## src/rtl/lc3b_types.sv

```systemverilog
// rtl/lc3b_types.sv - shared types for the victim cache controller
package lc3b_types;

   typedef enum logic [2:0] {
      IDLE        = 3'd0,
      WB_SETUP    = 3'd1,
      WB          = 3'd2,
      FETCH_SETUP = 3'd3,
      FETCH       = 3'd4
   } vc_ctrl_state_t;

endpackage

```

## src/rtl/sat_counter.sv

```systemverilog
// rtl/sat_counter.sv - saturating event counter, holds at all-ones
module sat_counter #(
   parameter int width = 16
) (
   input  logic             clk,
   input  logic             rst,
   input  logic             inc,
   output logic [width-1:0] count
);

   logic [width-1:0] count_q;
   logic [width-1:0] count_d;

   always_comb begin
      count_d = count_q;
      if (inc && (count_q != {width{1'b1}})) begin
         count_d = count_q + {{(width-1){1'b0}}, 1'b1};
      end
   end

   always_ff @(posedge clk) begin
      if (rst) begin
         count_q <= '0;
      end else begin
         count_q <= count_d;
      end
   end

   assign count = count_q;

endmodule

```

## src/rtl/victimcache_control.sv

```systemverilog
// rtl/victimcache_control.sv - victim cache fill/writeback sequencer with event counters
module victimcache_control
   import lc3b_types::*;
#(
   parameter int CNT_WIDTH = 16
) (
   input  logic                 clk,
   input  logic                 rst,
   input  logic                 mem_read,
   input  logic                 mem_write,
   input  logic                 mem_wdirty,
   input  logic                 hit,
   input  logic                 evict,
   input  logic                 pmem_resp,
   output logic                 pmem_read,
   output logic                 pmem_write,
   output logic                 r_mux_sel,
   output logic                 w_mux_sel,
   output logic                 control_resp,
   output logic                 dirty,
   output logic [CNT_WIDTH-1:0] hit_count,
   output logic [CNT_WIDTH-1:0] miss_count,
   output logic [CNT_WIDTH-1:0] wb_count
);

   vc_ctrl_state_t state_q;
   vc_ctrl_state_t state_d;
   logic           hit_inc;
   logic           miss_inc;
   logic           wb_inc;

   always_ff @(posedge clk) begin
      if (rst) begin
         state_q <= IDLE;
      end else begin
         state_q <= state_d;
      end
   end

   always_comb begin
      state_d      = state_q;
      pmem_read    = 1'b0;
      pmem_write   = 1'b0;
      r_mux_sel    = 1'b0;
      w_mux_sel    = 1'b0;
      control_resp = 1'b0;
      dirty        = mem_wdirty;
      hit_inc      = 1'b0;
      miss_inc     = 1'b0;
      wb_inc       = 1'b0;

      unique case (state_q)
         IDLE: begin
            // A write-in masks any concurrent read; the read is retried by L2.
            if (mem_write) begin
               if (evict) begin
                  state_d = WB_SETUP;
                  wb_inc  = 1'b1;
               end else if (hit) begin
                  hit_inc = 1'b1;
               end
            end else if (mem_read) begin
               if (!hit) begin
                  state_d  = FETCH_SETUP;
                  miss_inc = 1'b1;
               end else if (!evict) begin
                  hit_inc = 1'b1;
               end
            end
         end
         WB_SETUP: begin
            w_mux_sel = 1'b1;
            state_d   = WB;
         end
         WB: begin
            w_mux_sel  = 1'b1;
            pmem_write = 1'b1;
            if (pmem_resp) begin
               state_d = IDLE;
            end
         end
         FETCH_SETUP: begin
            state_d = FETCH;
         end
         FETCH: begin
            pmem_read    = 1'b1;
            r_mux_sel    = 1'b1;
            control_resp = pmem_resp;
            if (pmem_resp) begin
               state_d = IDLE;
            end
         end
         default: begin
            state_d = IDLE;
         end
      endcase
   end

   sat_counter #(.width(CNT_WIDTH)) u_hit_cnt (
      .clk   (clk),
      .rst   (rst),
      .inc   (hit_inc),
      .count (hit_count)
   );

   sat_counter #(.width(CNT_WIDTH)) u_miss_cnt (
      .clk   (clk),
      .rst   (rst),
      .inc   (miss_inc),
      .count (miss_count)
   );

   sat_counter #(.width(CNT_WIDTH)) u_wb_cnt (
      .clk   (clk),
      .rst   (rst),
      .inc   (wb_inc),
      .count (wb_count)
   );

endmodule

```

## config.mk

```make
export PLATFORM = sky130hd
export DESIGN_NAME = victimcache_control
export DESIGN_NICKNAME = d
export VERILOG_FILES = /design/src/rtl/lc3b_types.sv /design/src/rtl/sat_counter.sv /design/src/rtl/victimcache_control.sv
export SDC_FILE = /design/constraint.sdc
export NUM_CORES = 1
export LEC_CHECK = 0
export BUFFER_PORTS_ARGS = -buffer_cell sky130_fd_sc_hd__clkbuf_2
export CAP_MARGIN = 20
export CELL_PAD_IN_SITES_DETAIL_PLACEMENT = 2
export CELL_PAD_IN_SITES_GLOBAL_PLACEMENT = 2
export CORE_UTILIZATION = 32
export DETAILED_ROUTE_END_ITERATION = 6
export HOLD_SLACK_MARGIN = 0.1
export PLACE_DENSITY_LB_ADDON = 0.1
export SLEW_MARGIN = 20
export SYNTH_ARGS = -nofsm -noshare
export SYNTH_HDL_FRONTEND = slang
export SYNTH_HIERARCHICAL = 1
export SYNTH_SLANG_ARGS = --single-unit
export TNS_END_PERCENT = 20
```

## constraint.sdc

```tcl
create_clock -name clk -period 3 [get_ports clk]
set_clock_uncertainty 0.15 [all_clocks]
set_input_delay 0.45 -clock clk [delete_from_list [all_inputs] [get_ports clk]]
set_output_delay 0.45 -clock clk [all_outputs]
set_load 0.02 [all_outputs]
```

# ---- Word level (Yosys, flattened, before mapping)
# Index checks and enable logic that the tools add are counted.
dict set report classes {
  n_addsub 3
  n_eq_ne 11
  n_mux 24
  n_reduce_logical 7
}
# op n
set ops {}
lappend ops {{$add A16 B1 Y16 const B} 3}
lappend ops {{$ne A16 B16 Y1 const B} 3}
lappend ops {{$mux W1} 18}
lappend ops {{$mux W3} 5}
lappend ops {{$pmux W3 S4} 1}
lappend ops {{$ne A3 B3 Y1 const B} 3}
lappend ops {{$eq A3 B2 Y1 const B} 2}
lappend ops {{$reduce_and A4 Y1} 1}
lappend ops {{$reduce_or A2 Y1} 2}
lappend ops {{$eq A3 B1 Y1 const B} 1}
lappend ops {{$eq A3 B3 Y1 const B} 1}
lappend ops {{$logic_and A1 B1 Y1} 3}
lappend ops {{$logic_not A3 Y1} 1}
lappend ops {{$ne A2 B1 Y1 const B} 1}
dict set report totals {
  ff_bits 51
  out_inout_bits 54
  word_cells 49
}

# ---- Logic depth before layout (Yosys ltp)
dict set report depth {
  ltp_word 6
  ltp_mapped 6
}

# ---- Hierarchy
# The synthesis kept the hierarchy.
# mod n_inst cells_per_inst area_each_um2
set by_module_without_submodules {}
lappend by_module_without_submodules {sat_counter 3 99 848.3}
lappend by_module_without_submodules {victimcache_control 1 25 212.7}

# ---- Worst setup path after synthesis
# No wires, ideal clock.
dict set report synth_path {
  kind {flip-flop to flip-flop}
  startpoint {register state_q[1]}
  endpoint {register u_hit_cnt.count_q[9], in the netlist u_hit_cnt/count[9]}
  setup_time_ns 0.070
  arrival_ns 2.061
  required_time_ns 2.780
  setup_slack_ns 0.718
  stages_incl_launch_ff 7
  synth_period_minus_slack_ns 2.282
  cell_sequence {dfxtp_1 -> or3_4 -> nor4b_2 -> nand2_1 -> clkbuf_1 -> or4_1 -> a21oi_1}
}
dict set report synth_between {
  elab_chain_cells 3
}
# element line
set synth_lines {}
lappend synth_lines {{start: declaration} victimcache_control.sv:26} ;# vc_ctrl_state_t state_q;
lappend synth_lines {{start signal: assignment} victimcache_control.sv:36} ;# state_q <= state_d;
lappend synth_lines {{$logic_not A3 Y1} victimcache_control.sv:52} ;# unique case (state_q)
lappend synth_lines {{$mux W1} victimcache_control.sv:52}
lappend synth_lines {{named net hit_inc} victimcache_control.sv:28} ;# logic hit_inc;
lappend synth_lines {{$logic_and A1 B1 Y1} sat_counter.sv:16} ;# if (inc && (count_q != {width{1'b1}})) begin
lappend synth_lines {{end signal: assignment} sat_counter.sv:25} ;# count_q <= count_d;
lappend synth_lines {{end: declaration} sat_counter.sv:11} ;# logic [width-1:0] count_q;
# The timed path passes the listed nets, and every way through them passes these cells.
# A chain may end at the register's enable or synchronous reset.

# ---- Worst setup path after layout
dict set report layout_path {
  startpoint {register state_q[1]}
  endpoint {register u_hit_cnt.count_q[11], in the netlist u_hit_cnt/count[11]}
}
# The elaborated chain is that of the path after synthesis.

==> reports/metrics.csv <==
metric,value,unit
status,completed,
crit-path max FO,11,
Synth async-reset ratio,0,%
Rows,33,
DP Cell Count,481,
Worst Path Required,3.05,ns
overall die width,94.8,um
half-perimeter wire length of the detailed placement result,6160,um
max-capacitance violation count,0,
final sum of negative setup slack,0,ns
remaining number of nets flagged by the antenna check after routing,0,
Total GRT Usage,19.3,%
Post-Synth Adder-Cell Area,1.36,%
sum of overflow across all layers after global routing,0,
max frequency,0.396,GHz
die area,8990,um^2
final weighted congestion of routability-driven global placement,0.755,
multiplexer area fraction after synthesis,2.31,%
average wire per standard cell,16.9,um
number of global-route vias before repair,2745,
final net count,394,
setup-violating endpoint count in the final report,0,
power density over cell area,380,nW/um^2
clock-pin transition on the worst setup and hold timing paths,0.10,ns
top cell type by total area after synthesis,sky130_fd_sc_hd__dfxtp_1,
synthesis-stage register bit count,51,
TritonCTS sink count,51,
Via Count,2817,
count of cells along the worst hold path,3,
Hold Fails Final Rpt,0,
Netlist cell types,40,
number of enable flip-flop cells after synthesis,0,
Hold Crit Class,in -> reg,
TritonCTS clock tree,yes,
Clk Tree Root Cell,sky130_fd_sc_hd__clkbuf_8,
Synth top area share,37.0,%
number of setup buffers added after CTS,0,
worst slew margin relative to its limit,55.0,%
overall die height,94.8,um
Slew Limit Fails,0,
CP max stage delay,0.43,ns
Post-Synth XOR/XNOR Area,2.22,%
number of antenna violations at the first check in global routing,0,
arrival time of the worst setup path,2.58,ns
cell types occupying the most area after synthesis,"sky130_fd_sc_hd__dfxtp_1 (37%), sky130_fd_sc_hd__or4_1 (5.7%), sky130_fd_sc_hd__a21oi_1 (5.6%)",
Yosys Warn Count,6,
post-synthesis instance area,2760,um^2
Bufs on Longest Clock Path,2,
RSZ-0062 raised after global routing,no,
clock buffer count from CTS,5,
dominant combinational cell family by area after synthesis,simple AND/OR/NAND/NOR gates,
Setup crit start kind,flip-flop,
"post-synthesis share of cell area spent on and, or, nand and nor gates",37.3,%
first-pass GRT wire length,13800,um
Post-CTS Hold Buffers,0,
area growth from synthesis to layout,19.3,%
HP Start,pmem_resp,
Worst R2R Setup Slack,0.47,ns
Via density,5.77,
core area,8260,um^2
endpoint type of the worst setup path,flip-flop,
count of cells resized by post-cts repair,0,
Leak,1.19,nW
antenna cell count,0,
Max VDD drop,0.000178,V
DRC viols,0,
R2R Path Start,state_q[1],
Slowest cell on crit path,sky130_fd_sc_hd__or3_4,
compound-cell area share of the yosys netlist,16.2,%
clock latency reported for the late side of the worst-skew pair,0.30,ns
fraction of final layout cells sized beyond drive strength 1,23.2,%
Worst Tran Pin Value,0.670,ns
cell chain of the critical path,or3_4 > nor4b_2 > nand2_1 > nor4bb_1 > mux2_2,
number of buffer cells added on primary ports,59,
First DRT Iteration DRCs,43,
Synth Flop Type,sky130_fd_sc_hd__dfxtp_1,
average cell area after synthesis,8.56,um^2
# IOs,62,
# H-tree levels,2,
Setup CP Type,reg -> reg,
Layout Cells excl Fill,488,
endpoint of the worst-slack reg-to-reg timing path,u_hit_cnt/count[11],
cell count after synthesis,322,
part of the cycle the worst path needs,84.2,%
minimum period implied by the final worst setup slack,2.53,ns
pin count of the biggest net entering global routing,26,
number of iterations in the first detailed-routing pass,3,
Min-Delay Endpoint,state_q[1],
starting utilization of the core area,33.4,%
Post-Synthesis Net Count,333,
sum of routed wire length over all layers,8250,um
reg2reg path depth,5,
"Seq/Total Area, Yosys",37.0,%
## flip-flops by register name, summed over array words and instances (netlist names)
register,flops
u_hit_cnt/count,16
u_miss_cnt/count,16
u_wb_cnt/count,16
state_q,3
## layout by cell type, fill, tap and decap left out, types with 2 or more instances in the layout
master / synthesis / layout
sky130_fd_sc_hd__nor2_1: 23 / 23
sky130_fd_sc_hd__clkbuf_8: 0 / 5
sky130_fd_sc_hd__and4_1: 9 / 9
sky130_fd_sc_hd__inv_1: 9 / 9
sky130_fd_sc_hd__or3_1: 9 / 9
sky130_fd_sc_hd__nand2_1: 19 / 19
sky130_fd_sc_hd__mux2i_1: 3 / 3
sky130_fd_sc_hd__a211oi_1: 2 / 2
sky130_fd_sc_hd__nor4_4: 3 / 3
sky130_fd_sc_hd__o41ai_1: 3 / 3
sky130_fd_sc_hd__ha_1: 3 / 3
sky130_fd_sc_hd__clkbuf_2: 0 / 59
sky130_fd_sc_hd__buf_4: 2 / 9
sky130_fd_sc_hd__and3_1: 4 / 4
sky130_fd_sc_hd__dfxtp_1: 51 / 51
sky130_fd_sc_hd__or4_1: 21 / 21
sky130_fd_sc_hd__o31ai_1: 18 / 18
sky130_fd_sc_hd__a21oi_1: 31 / 31
sky130_fd_sc_hd__nor4_1: 6 / 6
sky130_fd_sc_hd__o21ai_0: 12 / 12
sky130_fd_sc_hd__nand2_2: 3 / 3
sky130_fd_sc_hd__nand4_1: 9 / 9
sky130_fd_sc_hd__nor3_1: 12 / 12
sky130_fd_sc_hd__mux2_2: 3 / 3
sky130_fd_sc_hd__o21a_1: 4 / 4
sky130_fd_sc_hd__nor2b_1: 6 / 6
sky130_fd_sc_hd__nand4_4: 3 / 3
sky130_fd_sc_hd__xnor2_1: 7 / 7
sky130_fd_sc_hd__nand3_1: 18 / 18
sky130_fd_sc_hd__o311ai_0: 3 / 3
sky130_fd_sc_hd__nand3b_1: 4 / 4
sky130_fd_sc_hd__nor4bb_1: 3 / 3
## cells by family after synthesis
| logic type | after synthesis |
|---|---|
| buffers and inverters | 23 |
| adder cells (fa/ha/maj) | 3 |
| multiplexers | 6 |
| AND/OR/NAND/NOR | 159 |
| AO/OA/AOI/OAI | 73 |
| flip-flops | 51 |
| XOR/XNOR | 7 |
## worst max-delay path: cells and delay by family, from the launching register on
family	cells	cell delay [ns]
muxes	1	0.38
and+or+nand+nor	4	1.52
DFF	1	0.38
## stage by stage
step	area (um^2)	utilization, %	power, mW	hold WS (ns)	setup WS, ns
final	3290	39.8	1.25	0.272	0.473
after CTS	3290	39.8	1.28	0.264	0.413
after floorplan	2760	-	0.755	0.369	0.718
after detailed placement	3190	38.6	0.786	0.377	0.444
after global routing	3290	39.8	1.31	0.276	0.324
after global placement	3190	38.6	0.783	0.361	0.559
## synthesized netlist by cell type, drive strengths merged (3+ instances only)
| cell type | count |
|---|---|
| dfxtp | 51 |
| inv | 9 |
| nor4 | 9 |
| and3 | 4 |
| o41ai | 3 |
| buf | 8 |
| or3 | 10 |
| nor2b | 6 |
| ha | 3 |
| clkbuf | 6 |
| nand3 | 18 |
| mux2 | 3 |
| nor4bb | 3 |
| nor3 | 12 |
| or4 | 21 |
| nand4 | 12 |
| nor2 | 23 |
| o21a | 4 |
| mux2i | 3 |
| o21ai | 12 |
| o31ai | 18 |
| a21oi | 31 |
| nand2 | 22 |
| nand3b | 4 |
| xnor2 | 7 |
| o311ai | 3 |
| and4 | 9 |
## cell type report
class / count / area (um^2)
well taps: 105 / 131
inverters: 9 / 33.8
clock inverters: 1 / 30.0
repair buffers: 68 / 363
multi-input cells: 248 / 1640
fillers: 980 / 4970
clock buffers: 6 / 72.6
flip-flops and latches: 51 / 1020
## power breakdown
part           internal [mW]  total (mW)  switching [mW]
combinational         0.0283      0.0761          0.0478
sequential             0.683       0.693         0.00986
clock                  0.245       0.483           0.238
total                  0.956        1.25           0.296
## routing by layer
metal  share of wire, %  GRT usage [%]
met5                  0              0
met4               0.92           4.55
met3                2.3           2.66
met2                 50           33.8
met1                 47           24.8
## worst max path at each step
stage / depth (start not counted) / from / end
finish: 5 / state_q[1] / u_hit_cnt/count[11]
global route: 5 / state_q[1] / u_hit_cnt/count[11]
CTS: 5 / state_q[1] / u_hit_cnt/count[11]
detailed placement: 5 / state_q[1] / u_hit_cnt/count[11]
global placement: 5 / state_q[1] / u_hit_cnt/count[11]
floorplan: 6 / state_q[1] / u_hit_cnt/count[9]
No activity file was read; power rests on OpenSTA's default activity.
